--- config.mk ---
export PLATFORM = sky130hd
export DESIGN_NAME = regfile_write_arbiter
export DESIGN_NICKNAME = d
export VERILOG_FILES = /design/src/rtl/regfile_pkg.sv /design/src/rtl/rr_arbiter2.sv /design/src/rtl/regfile_write_arbiter.sv
export SDC_FILE = /design/constraint.sdc
export NUM_CORES = 1
export LEC_CHECK = 0
export BUFFER_PORTS_ARGS = -buffer_cell sky130_fd_sc_hd__buf_2
export CELL_PAD_IN_SITES_DETAIL_PLACEMENT = 0
export CELL_PAD_IN_SITES_GLOBAL_PLACEMENT = 1
export CORE_AREA = 4 4 93 95
export CTS_CLUSTER_SIZE = 14
export DETAILED_ROUTE_END_ITERATION = 6
export DIE_AREA = 0 0 97 99
export PLACE_DENSITY = 0.75
export SLEW_MARGIN = 40
export SYNTH_ARGS = -nofsm -noshare
export SYNTH_HDL_FRONTEND = slang
export SYNTH_SLANG_ARGS = --single-unit
export TNS_END_PERCENT = 50
--- constraint.sdc ---
create_clock -name Clk -period 1.65 [get_ports Clk]
set_input_delay 0.33 -clock Clk [delete_from_list [all_inputs] [get_ports Clk]]
set_output_delay 0.33 -clock Clk [all_outputs]
set_load 0.02 [all_outputs]
--- src/rtl/regfile_pkg.sv ---
// Shared definitions for the register-file write arbiter.
// Contents: default widths, FSM state encoding, requester index constants.
package regfile_pkg;

    localparam int DEF_REG_SELECT_WIDTH = 5;
    localparam int DEF_DATA_WIDTH       = 32;

    // Top-level arbiter states: normal arbitration or zero-fill sweep.
    typedef enum logic {
        ST_ARB   = 1'b0,
        ST_CLEAR = 1'b1
    } state_t;

    // Requester identifiers, also used as the encoding of the Last pointer.
    localparam logic REQ_A = 1'b0;
    localparam logic REQ_B = 1'b1;

endpackage

--- src/rtl/rr_arbiter2.sv ---
// Combinational two-way round-robin grant.
// Ports:
//   a_valid, b_valid : requests from A and B
//   last             : requester granted most recently (REQ_A / REQ_B)
//   enable           : grants may be issued this cycle
//   grant_a, grant_b : one-hot (or zero) grant
module rr_arbiter2
    import regfile_pkg::*;
(
    input  logic a_valid,
    input  logic b_valid,
    input  logic last,
    input  logic enable,
    output logic grant_a,
    output logic grant_b
);

    // Grant selection: a tie goes to whichever requester was not served last.
    always_comb begin
        grant_a = 1'b0;
        grant_b = 1'b0;
        if (enable) begin
            if (a_valid && b_valid) begin
                if (last == REQ_B) begin
                    grant_a = 1'b1;
                end else begin
                    grant_b = 1'b1;
                end
            end else begin
                grant_a = a_valid;
                grant_b = b_valid;
            end
        end else begin
            grant_a = 1'b0;
            grant_b = 1'b0;
        end
    end

endmodule

--- src/rtl/regfile_write_arbiter.sv ---
// Shares the single register-file write port between requester A (ALU
// writeback) and requester B (memory load) with round-robin fairness, and
// runs a zero-fill sweep over every register on ClearStart.
// Ports:
//   Clk, Reset                   clock, asynchronous active-high reset
//   AValid/ASelect/AData/AReady  requester A handshake (AReady combinational)
//   BValid/BSelect/BData/BReady  requester B handshake (BReady combinational)
//   ClearStart                   pulse that starts the zero-fill sweep
//   Busy, ClearDone              sweep status (registered)
//   WriteEnable/Select/Data      registered drive to the register file
module regfile_write_arbiter
    import regfile_pkg::*;
#(
    parameter int REG_SELECT_WIDTH = DEF_REG_SELECT_WIDTH,
    parameter int DATA_WIDTH       = DEF_DATA_WIDTH
) (
    input  logic                        Clk,
    input  logic                        Reset,
    input  logic                        AValid,
    input  logic [REG_SELECT_WIDTH-1:0] ASelect,
    input  logic [DATA_WIDTH-1:0]       AData,
    output logic                        AReady,
    input  logic                        BValid,
    input  logic [REG_SELECT_WIDTH-1:0] BSelect,
    input  logic [DATA_WIDTH-1:0]       BData,
    output logic                        BReady,
    input  logic                        ClearStart,
    output logic                        Busy,
    output logic                        ClearDone,
    output logic                        WriteEnable,
    output logic [REG_SELECT_WIDTH-1:0] WriteSelect,
    output logic [DATA_WIDTH-1:0]       WriteData
);

    state_t                      state_r;
    state_t                      state_nxt_s;
    logic                        last_r;
    logic                        last_nxt_s;
    logic [REG_SELECT_WIDTH-1:0] clear_idx_r;
    logic [REG_SELECT_WIDTH-1:0] clear_idx_nxt_s;
    logic                        we_r;
    logic                        we_nxt_s;
    logic [REG_SELECT_WIDTH-1:0] sel_r;
    logic [REG_SELECT_WIDTH-1:0] sel_nxt_s;
    logic [DATA_WIDTH-1:0]       data_r;
    logic [DATA_WIDTH-1:0]       data_nxt_s;
    logic                        busy_r;
    logic                        busy_nxt_s;
    logic                        done_r;
    logic                        done_nxt_s;
    logic                        arb_enable_s;
    logic                        grant_a_s;
    logic                        grant_b_s;
    logic                        clear_last_s;

    // ClearStart outranks both requesters, so arbitration is blocked in that cycle.
    assign arb_enable_s = (state_r == ST_ARB) && !ClearStart;
    assign clear_last_s = (clear_idx_r == {REG_SELECT_WIDTH{1'b1}});

    rr_arbiter2 u_rr (
        .a_valid (AValid),
        .b_valid (BValid),
        .last    (last_r),
        .enable  (arb_enable_s),
        .grant_a (grant_a_s),
        .grant_b (grant_b_s)
    );

    assign AReady      = grant_a_s;
    assign BReady      = grant_b_s;
    assign Busy        = busy_r;
    assign ClearDone   = done_r;
    assign WriteEnable = we_r;
    assign WriteSelect = sel_r;
    assign WriteData   = data_r;

    // State register.
    always_ff @(posedge Clk or posedge Reset) begin
        if (Reset) begin
            state_r <= ST_ARB;
        end else begin
            state_r <= state_nxt_s;
        end
    end

    // Next-state logic: enter the sweep on ClearStart, leave after the last index.
    always_comb begin
        state_nxt_s = state_r;
        case (state_r)
            ST_ARB: begin
                if (ClearStart) begin
                    state_nxt_s = ST_CLEAR;
                end else begin
                    state_nxt_s = ST_ARB;
                end
            end
            ST_CLEAR: begin
                if (clear_last_s) begin
                    state_nxt_s = ST_ARB;
                end else begin
                    state_nxt_s = ST_CLEAR;
                end
            end
            default: state_nxt_s = ST_ARB;
        endcase
    end

    // Output logic: next values of the write port, sweep status, Last pointer and index.
    always_comb begin
        we_nxt_s        = 1'b0;
        sel_nxt_s       = sel_r;
        data_nxt_s      = data_r;
        last_nxt_s      = last_r;
        clear_idx_nxt_s = clear_idx_r;
        done_nxt_s      = 1'b0;
        busy_nxt_s      = (state_nxt_s == ST_CLEAR);
        case (state_r)
            ST_ARB: begin
                if (ClearStart) begin
                    clear_idx_nxt_s = {REG_SELECT_WIDTH{1'b0}};
                end else if (grant_a_s) begin
                    we_nxt_s   = 1'b1;
                    sel_nxt_s  = ASelect;
                    data_nxt_s = AData;
                    last_nxt_s = REQ_A;
                end else if (grant_b_s) begin
                    we_nxt_s   = 1'b1;
                    sel_nxt_s  = BSelect;
                    data_nxt_s = BData;
                    last_nxt_s = REQ_B;
                end else begin
                    // No grant: select/data keep their previous values.
                    we_nxt_s = 1'b0;
                end
            end
            ST_CLEAR: begin
                we_nxt_s        = 1'b1;
                sel_nxt_s       = clear_idx_r;
                data_nxt_s      = {DATA_WIDTH{1'b0}};
                // Wraps to zero after the last register, ready for the next sweep.
                clear_idx_nxt_s = clear_idx_r + REG_SELECT_WIDTH'(1'b1);
                done_nxt_s      = clear_last_s;
            end
            default: begin
                we_nxt_s = 1'b0;
            end
        endcase
    end

    // Registered write port, status flags, Last pointer and sweep index.
    always_ff @(posedge Clk or posedge Reset) begin
        if (Reset) begin
            we_r        <= 1'b0;
            sel_r       <= {REG_SELECT_WIDTH{1'b0}};
            data_r      <= {DATA_WIDTH{1'b0}};
            busy_r      <= 1'b0;
            done_r      <= 1'b0;
            last_r      <= REQ_B;
            clear_idx_r <= {REG_SELECT_WIDTH{1'b0}};
        end else begin
            we_r        <= we_nxt_s;
            sel_r       <= sel_nxt_s;
            data_r      <= data_nxt_s;
            busy_r      <= busy_nxt_s;
            done_r      <= done_nxt_s;
            last_r      <= last_nxt_s;
            clear_idx_r <= clear_idx_nxt_s;
        end
    end

endmodule

# ---- After elaboration in Yosys (flattened, before gate mapping)
# Index checks and enable logic that the tools add are counted.
dict set report totals {
  ff_bits 46
  inputBits 79
}
dict set report classes {
  add_sub_neg 1
  mux 26
  n_reduce_logical 6
  n_bitwise 2
  eq_ne 4
}
# op n
set ops {}
lappend ops {{32-bit two-way mux} 3}
lappend ops {{32-bit one-hot mux with 2 select lines} 1}
lappend ops {{5-bit two-way mux} 4}
lappend ops {{5-bit one-hot mux with 2 select lines} 2}
lappend ops {{1-bit two-way mux} 14}
lappend ops {{5-bit by 1-bit adder with 5-bit output (second input constant)} 1}
lappend ops {{5-bit equality test (second input constant)} 1}
lappend ops {{2-bit != test (second input constant)} 2}
lappend ops {{1-bit one-hot mux with 2 select lines} 2}
lappend ops {{3-bit != test (second input constant)} 1}
lappend ops {{3-bit AND reduction} 1}
lappend ops {{1-bit logical AND} 2}
lappend ops {{1-bit NOT} 2}
lappend ops {{2-bit AND reduction} 1}
lappend ops {{2-bit nonzero test} 1}
lappend ops {{1-bit logical NOT} 1}

# ---- Logic depth before layout (Yosys ltp)
# Gate-level depths: netlist (run 1).
dict set report depth {
  ltp_word 7
  mapped_depth 5
}

# ---- Modules after synthesis
# From an unflattened synthesis (run 1), not the netlist that was laid out.
dict set report hier_totals {
  hier_cells 173
  hier_area_um2 2212.1
}
# mod instances area_each_um2 cells_per_inst
set by_module_without_submodules {}
lappend by_module_without_submodules {regfile_write_arbiter 1 2190.9 168}
lappend by_module_without_submodules {rr_arbiter2 1 21.3 5}

# ---- Worst setup path after synthesis (run 1)
# OpenSTA, ideal clock, no wires.
dict set report synth_timing {
  path_type {register -> output}
  from {reg Busy (netlist name)}
  to {out AReady}
  path_stages_with_launch 5
  required_time_ps 1320
  slack_ps 109
  n_path_buf 2
  arrival_ps 1211
  path_cell_list {dfrtp_1 > nor3b_2 > and2_1 > buf_4 > buf_6}
}
# element line
set synth_lines {}
lappend synth_lines {{end, declared} regfile_write_arbiter.sv:22} ;# output logic AReady,

# ---- Final worst setup path (run 1)
dict set report layout_timing {
  from {reg last_r}
  to {out AReady}
}
dict set report layout_via {
  elab_chain_len 3
}
# element line
set layout_rtl {}
lappend layout_rtl {{start, declared} regfile_write_arbiter.sv:37} ;# logic last_r;
lappend layout_rtl {{start signal, assigned} regfile_write_arbiter.sv:166} ;# last_r <= last_nxt_s;
lappend layout_rtl {{1-bit two-way mux} rr_arbiter2.sv:24} ;# if (last == REQ_B) begin
lappend layout_rtl {{1-bit two-way mux} rr_arbiter2.sv:23} ;# if (a_valid && b_valid) begin
lappend layout_rtl {{1-bit two-way mux} rr_arbiter2.sv:22} ;# if (enable) begin
# Every way passes these cells.

==> impl_metrics.tcl, run 1 <==
set metrics [dict create \
    syn2layout_area_growth_pct 34.0 \
    holdWs_ns 0.0628 \
    drv_slew 0 \
    synth_top_area_frac 0.419 \
    final_nets 459 \
    portBuffers 120 \
    io_pins 121 \
    via_count 2528 \
    row_count 32 \
    synth-seq-cells 46 \
    synth_area_leader_cell "dfrtp_1" \
    fin_skew_ns 0.00699 \
    initial_core_util 0.348 \
    cts-root-buf "clkbuf_8" \
    postCtsHoldBufs 0 \
    worstPathRequired_ns 1.32 \
    numCtsBuffers 5 \
    critPathKind "flop to output port" \
    core_sq_um 7730 \
    leakagePower_nw 1.81 \
    synthDistinctLibCells 31 \
    finalSetupViolCount 0 \
    tritoncts "yes" \
    cp-start-kind "flop" \
    path_clk_slew_ns 0.09 \
    place.gp.congestion 0.784 \
    slowest_stage "dfstp_2" \
    critPathArrivalTime_ns 1.30 \
    pre_cts_slack_ns 0.113 \
    grt_max_degree 40 \
    grt_pass1_vias 2757 \
    cts_sinks 46 \
    power_density_nw_per_um2 959 \
    syn-cell-area_sq_um 2690 \
    period_needed_ns 1.63 \
    place_hpwl_um 5800 \
    layout_worst_path_cycle_share 0.985 \
    grt.overflow.total 0 \
    grtUsageTotal 0.178 \
    insertion_delay_ns 0.30 \
    avgSynthCellArea_sq_um 10.4 \
    hold_viol_final 0 \
    die_area_sq_um 9600 \
    dr.pass1.iters 4 \
    die_y_um 99 \
    total_power_mw 3.46 \
    tightest_slew_ns 0.334 \
    final_antenna_net_count 0 \
    rsz0062_at_grt "true" \
    htreeDepth 2 \
    post_synth_main_area_contributors "dfrtp_1, o311ai_2, o211ai_1" \
    layoutNonFillerInstCount 481 \
    drt_iter0_drc 98 \
    antenna_cells 0 \
    die_w_um 97 \
    outcome "complete, no violations" \
    grt_pass1_wl_um 13900 \
    max-cap-violations 0 \
    ys_warn_count 0 \
    hold_path_class "primary input to async pin" \
    worstRegToRegCells 5 \
    irDropWorstVdd_mv 0.461 \
    dpl_cell_area_sq_um 3460 \
    seq_area_frac_synth 0.429 \
    crit_fanout 4 \
    viasPerCell 5.26 \
    wire_per_inst_um 17.4 \
    end_kind "output port" \
    clock_path_buffers 2 \
    clock.fmax_ghz 0.615 \
    drcViolationCount 0 \
    syn_inst 259 \
    routed_wl_um 8380 \
    antenna_found_initial 0 \
    slowest_delay_ns 0.57 \
    worst_slack_ns 0.0246 \
    worstPathCellList "nand2b_4, and2_4, buf_6" \
    path_delay_family "flip-flops" \
    dp.cells 469 \
    path_buf_inv 1 \
    cp_num_cells 3 \
    relSlewSlack 0.777 \
    drive_above_1_share 0.491 \
    fin_area_sq_um 3600 \
    syn-num-nets 340 \
]
-- power breakdown --
part	internal [mW]	switching, mW	total [mW]
Clock	0.338	0.402	0.740
Combinational	0.530	0.708	1.24
Sequential	1.33	0.150	1.48
-- worst register-to-register path: cells and delay by family (launching register included) --
| kind | cells | cell delay [ns] |
|---|---|---|
| AO/OA/AOI/OAI | 2 | 0.42 |
| buffers and inverters | 2 | 0.30 |
| flip-flops | 1 | 0.57 |
| AND/OR/NAND/NOR | 1 | 0.13 |
-- metal layers --
| layer | up-vias | part of all wire | track usage |
|---|---|---|---|
| met5 | - | 0 | 0 |
| met2 | 116 | 0.45 | 0.287 |
| met3 | 4 | 0.082 | 0.0467 |
| li1 | 1199 | - | - |
| met4 | 0 | 0.0061 | 0.0432 |
| met1 | 1209 | 0.46 | 0.239 |
-- path summary, 6_finish.rpt --
path | from | end | slack, ns
setup / recovery | last_r | AReady | 0.02
hold / removal | Reset | WriteData[8] | 0.06
setup reg to reg | last_r | WriteSelect[0] | 0.11
hold reg to reg | WriteSelect[4] | WriteSelect[4] | 0.54
max in group asynchronous | Reset | last_r | 1.27
min in group Clk | AData[16] | WriteData[16] | 0.26
-- metrics by stage --
stage	setup TNS, ns	utilization
after CTS	-0.0136	0.463
after global routing	-0.0581	0.466
final	0	0.466
after detailed placement	0	0.448
after global placement	0	0.448
after floorplan	0	-
-- synthesized netlist by cell type --
cell type / number
buf_2: 9
nor2_1: 2
o32ai_1: 1
and3_1: 1
a31oi_1: 4
o21bai_1: 1
dfrtp_1: 45
o21ai_2: 1
o21ai_0: 4
inv_1: 39
xor2_1: 1
o311ai_2: 30
buf_4: 1
buf_6: 4
o22ai_1: 1
o211ai_1: 32
nand2b_1: 2
o311ai_1: 6
a21boi_0: 2
nor2b_1: 2
ha_1: 2
and2_1: 7
clkbuf_1: 12
buf_1: 1
o221a_2: 1
nand3_1: 37
nor3b_2: 1
nand2_1: 7
a22o_1: 1
dfstp_2: 1
nor2_4: 1
-- registers in the layout, summed over array words and instances, names as in the netlist --
| register | flops |
|---|---|
| ClearDone | 1 |
| last_r | 1 |
| Busy | 1 |
| clear_idx_r | 5 |
| WriteEnable | 1 |
| WriteSelect | 5 |
| WriteData | 32 |
-- cells in the final DEF, fill, tap and decap left out, types with 2 or more instances in the layout --
master	n
and2_1	6
a31oi_1	4
o311ai_1	6
o311ai_2	30
buf_12	5
buf_4	14
a21boi_0	2
dfrtp_1	45
ha_1	2
clkbuf_8	6
o21ai_0	4
nor2b_1	2
o211ai_1	32
inv_1	38
nand2_1	7
buf_2	119
nand3_1	37
-- cell families after synthesis --
logic type	count (synthesis)	synth area share
compound gates	84	0.332
buf+inv	66	0.109
simple gates	60	0.118
flops	46	0.429
fa+ha+maj	2	0.00931
xor+xnor	1	0.00326
-- area by class of cell --
class                      instances  area [sq um]
clock inverter                     2          12.5
sequential                        46          1150
timing repair buffer             139           812
tap                              102           128
inverter                          39           146
multi-input combinational        147          1270
fill                             783          4120
clock buffer                       6          82.6
-- timing repair --
item | CTS | global route
gates resized for setup | 4 | 0
endpoints found under the setup margin | 2 | 2
buffers inserted | 1 | 3
pin swaps | 1 | 2
No activity file was read; power rests on OpenSTA's default activity.
==> run 2, diff against run 1 <==
--- a/config.mk
+++ b/config.mk
@@ -12,8 +12,9 @@
 export CTS_CLUSTER_SIZE = 14
 export DETAILED_ROUTE_END_ITERATION = 6
 export DIE_AREA = 0 0 97 99
+export MAX_ROUTING_LAYER = met4
 export PLACE_DENSITY = 0.75
-export SLEW_MARGIN = 40
+export SLEW_MARGIN = 20
 export SYNTH_ARGS = -nofsm -noshare
 export SYNTH_HDL_FRONTEND = slang
 export SYNTH_SLANG_ARGS = --single-unit
==> impl_metrics.tcl, run 2 (synthesized netlist as in run 1, its figures left out) <==
set metrics [dict create \
    place_hpwl_um 5800 \
    combPwrFrac 0.359 \
    viasPerCell 5.27 \
    grt.overflow.total 0 \
    holdWs_ns 0.0613 \
    grt_max_degree 40 \
    dpl_cell_area_sq_um 3460 \
    grtUsageTotal 0.183 \
    seq_power_share 0.427 \
    place.gp.congestion 0.794 \
    sw_frac_of_total 0.365 \
    clock.fmax_ghz 0.616 \
    pre_cts_slack_ns 0.113 \
    die_y_um 99 \
    finalSetupViolCount 0 \
    insertion_delay_ns 0.30 \
    clock_path_buffers 2 \
    crit_fanout 4 \
    cts_sinks 46 \
    drcViolationCount 0 \
    layout_worst_path_cycle_share 0.983 \
    max-cap-violations 0 \
    die_area_sq_um 9600 \
    dr.pass1.iters 4 \
    routed_wl_um 8410 \
    final_antenna_net_count 0 \
    grt_pass1_vias 2748 \
    final_cell_mix "buf_2, dfrtp_1, inv_1" \
    critPathArrivalTime_ns 1.29 \
    internal_power_mw 2.20 \
    numCtsBuffers 5 \
    fin_skew_ns 0.00904 \
    worstRegToRegCells 5 \
    r2r_start "last_r" \
    irDropWorstVdd_mv 0.465 \
    tightest_slew_ns 0.334 \
    die_w_um 97 \
    leakagePower_nw 1.81 \
    p_sw_mw 1.26 \
    path_clk_slew_ns 0.09 \
    htreeDepth 2 \
    critPathKind "flop to output port" \
    r2r-end "WriteSelect[0]" \
    drt_iter0_drc 77 \
    hold_path_class "primary input to async pin" \
    hold_viol_final 0 \
    path_delay_family "flip-flops" \
    cp-start-kind "flop" \
    postCtsHoldBufs 0 \
    power_density_nw_per_um2 960 \
    drive_above_1_share 0.491 \
    period_needed_ns 1.62 \
    row_count 32 \
    core_sq_um 7730 \
    slowest_stage "dfstp_2" \
    path_buf_inv 1 \
    rsz0062_at_grt "true" \
    p_clk_frac 0.214 \
    portBuffers 120 \
    cts-root-buf "clkbuf_8" \
    via_count 2533 \
    io_pins 121 \
    wire_per_inst_um 17.5 \
    slowest_delay_ns 0.57 \
    largest_reg_flops 32 \
    worstPathRequired_ns 1.32 \
    tritoncts "yes" \
    antenna_cells 0 \
    syn2layout_area_growth_pct 34.0 \
    fin_area_sq_um 3600 \
    total_power_mw 3.46 \
    relSlewSlack 0.778 \
    grt_pass1_wl_um 13900 \
    antenna_found_initial 0 \
    drv_slew 0 \
    worstPathCellList "nand2b_4, and2_4, buf_6" \
    final_nets 459 \
    r2r_slack_ns 0.10 \
    outcome "complete, no violations" \
    initial_core_util 0.348 \
    worst_slack_ns 0.0273 \
    final_common_cell "buf_2" \
    end_kind "output port" \
]
## run 2: cell counts in the layout (fill, tap and decap cells not counted)
Identical to the previous run, type by type.
## run 2: worst max-delay path by stage
stage	cells after the start	startpoint	to
6_report	3	last_r	AReady
4_1_cts	3	last_r	AReady
2_1_floorplan	4	Busy	AReady
3_3_place_gp	5	Busy	WriteData[14]
3_5_place_dp	5	Busy	WriteData[12]
5_1_grt	4	Busy	BReady
## run 2: layout make-up
class / instances / area (sq um)
clock buffers: 6 / 82.6
well taps: 102 / 128
clock inverters: 2 / 12.5
fillers: 783 / 4120
multi-input cells: 147 / 1270
flip-flops and latches: 46 / 1150
repair buffers: 139 / 812
inverters: 39 / 146
## run 2: metal layers
metal,wire length (um),global-route usage,up-vias
li1,-,-,1199
met1,3950,0.245,1214
met2,3790,0.285,116
met3,631,0.0396,4
met4,51,0.0432,0
met5,0,-,-
## run 2: what timing repair did
| action | 4_1_cts | 5_1_grt |
|---|---|---|
| setup buffers | 1 | 3 |
| gates resized for setup | 4 | 0 |
| pin swaps | 1 | 2 |
| endpoints found under the setup margin | 2 | 2 |
## run 2: through the flow
stage          instances  utilization  TNS [ns]
6_report             481        0.466         0
5_1_grt              481        0.466   -0.0612
4_1_cts              478        0.463   -0.0136
3_5_place_dp         469        0.448         0
3_3_place_gp         469        0.448         0
2_1_floorplan        259            -         0
## run 2: worst register-to-register path, stage by stage, from the launching register on
cell and delay, ns:
dfstp_2 0.57, nand2b_4 0.13, buf_4 0.11, buf_12 0.19
a21boi_0 0.15, o221a_2 0.29
## run 2: power by group through the flow
stage	Sequential [mW]	Clock, mW	Combinational (mW)
6_report	1.48	0.741	1.24
5_1_grt	1.51	0.802	1.38
3_3_place_gp	1.49	0	1.19
2_1_floorplan	1.60	0	0.622
4_1_cts	1.48	0.763	1.22
3_5_place_dp	1.50	0	1.21
==> run 3, diff against run 2 <==
--- a/config.mk
+++ b/config.mk
@@ -5,15 +5,15 @@
 export SDC_FILE = /design/constraint.sdc
 export NUM_CORES = 1
 export LEC_CHECK = 0
-export BUFFER_PORTS_ARGS = -buffer_cell sky130_fd_sc_hd__buf_2
 export CELL_PAD_IN_SITES_DETAIL_PLACEMENT = 0
 export CELL_PAD_IN_SITES_GLOBAL_PLACEMENT = 1
-export CORE_AREA = 4 4 93 95
+export CORE_AREA = 4 4 83 85
 export CTS_CLUSTER_SIZE = 14
 export DETAILED_ROUTE_END_ITERATION = 6
-export DIE_AREA = 0 0 97 99
+export DIE_AREA = 0 0 87 89
+export DONT_BUFFER_PORTS = 1
 export MAX_ROUTING_LAYER = met4
-export PLACE_DENSITY = 0.75
+export PLACE_DENSITY = 0.71
 export SLEW_MARGIN = 20
 export SYNTH_ARGS = -nofsm -noshare
 export SYNTH_HDL_FRONTEND = slang
==> impl_metrics.tcl, run 3 (synthesized netlist as in run 1, its figures left out) <==
set metrics [dict create \
    io_pins 121 \
    largest_reg_flops 32 \
    final_cell_mix "dfrtp_1, inv_1, nand3_1" \
    r2r_slack_ns 0.21 \
    grt_pass1_vias 2091 \
    leakagePower_nw 1.28 \
    die_area_sq_um 7740 \
    critPathKind "flop to output port" \
    dr.pass1.iters 4 \
    r2r-end "WriteData[11]" \
    hold_path_class "primary input to flop" \
    final_nets 338 \
    drcViolationCount 0 \
    grt.overflow.total 0 \
    antenna_found_initial 0 \
    die_y_um 89 \
    viasPerCell 6.20 \
    numCtsBuffers 5 \
    cp-start-kind "flop" \
    max-cap-violations 0 \
    hold_viol_final 0 \
    r2r_start "last_r" \
    hold_end "last_r" \
    period_needed_ns 1.61 \
    crit_fanout 6 \
    worstPathRequired_ns 1.32 \
    die_w_um 87 \
    final_common_cell "dfrtp_1" \
    drive_above_1_share 0.256 \
    via_count 2076 \
    fillerInstances 587 \
    wire_per_inst_um 21.4 \
    irDropWorstVdd_mv 0.643 \
    ff_latch_area_sq_um 1150 \
    routed_wl_um 7180 \
    grt_pass1_wl_um 11200 \
    clock_path_buffers 2 \
    syn2layout_area_growth_pct 11.4 \
    antenna_cells 0 \
    rsz0062_at_grt "false" \
    drv_slew 0 \
    drt_iter0_drc 112 \
    relSlewSlack 0.709 \
    portBuffers 0 \
    clock.fmax_ghz 0.621 \
    layout_worst_path_cycle_share 0.976 \
    fin_skew_ns 0.0103 \
    end_kind "output port" \
    power_density_nw_per_um2 1110 \
    worstHoldStart "ClearStart" \
    dp.cells 324 \
    cts-root-buf "clkbuf_8" \
    tightest_slew_ns 0.436 \
    grt_max_degree 39 \
    cts_sinks 46 \
    tritoncts "yes" \
    multi_input_area_sq_um 1270 \
    row_count 29 \
    outcome "complete, no violations" \
    path_clk_slew_ns 0.08 \
    place.gp.congestion 0.806 \
    critPathArrivalTime_ns 1.28 \
    fin_tns_setup_ns 0 \
    finalSetupViolCount 0 \
    htreeDepth 2 \
    worstRegToRegCells 5 \
    grtUsageTotal 0.192 \
    startpoint "last_r" \
    hold_depth 1 \
    final_antenna_net_count 0 \
    layoutNonFillerInstCount 335 \
    place_hpwl_um 5100 \
    initial_core_util 0.433 \
    insertion_delay_ns 0.30 \
    core_sq_um 6200 \
]
[run 3: cell type report]
class,count,share of cell area
clock inverter,3,0.0150
multi-input combinational,147,0.425
clock buffer,5,0.0230
tap,77,0.0322
inverter,39,0.0489
timing repair buffer,18,0.0710
sequential,46,0.385
[run 3: timing repair]
| action | 4_1_cts | 5_1_grt |
|---|---|---|
| hold buffers | 1 | 0 |
| hold endpoints to repair | 18 | 0 |
| buffers inserted | 1 | 1 |
| pin swaps | 0 | 2 |
| gates resized for setup | 4 | 1 |
| setup endpoints to repair | 1 | 1 |
[run 3: per-stage QoR]
step           hold slack (ns)  power [mW]  instance area, sq um  setup slack, ns  utilization
2_1_floorplan            0.452        2.23                  2690            0.109            -
3_3_place_gp             0.250        2.47                  2840            0.160        0.458
3_5_place_dp             0.241        2.48                  2840            0.176        0.458
4_1_cts                  0.100        3.35                  2990           0.0304        0.481
5_1_grt                  0.104        3.54                  2990          0.00396        0.483
6_report                 0.138        3.33                  2990           0.0399        0.483
[run 3: worst max-delay path, stage by stage (launching register included)]
cell      delay (ns)
dfstp_2         0.55
nand2b_4        0.14
and2_4          0.16
buf_12          0.13
[run 3: worst max-delay path by stage]
stage	cells past startpoint	endpoint	slack (ns)
floorplan	4	AReady	0.11
global placement	4	WriteData[11]	0.16
detailed placement	4	WriteData[2]	0.18
CTS	3	AReady	0.03
global route	3	AReady	0.004
finish	3	AReady	0.04
[run 3: layer usage]
metal | share of wire | global-route usage | vias to the layer above
met2 | 0.50 | 0.300 | 75
met3 | 0.050 | 0.0359 | 10
li1 | - | - | 951
met1 | 0.44 | 0.257 | 1040
met5 | 0 | - | -
met4 | 0.012 | 0.0482 | 0
[run 3: power by group]
group / switching (mW) / internal [mW]
Sequential: 0.315 / 1.33
Clock: 0.407 / 0.451
Combinational: 0.455 / 0.378
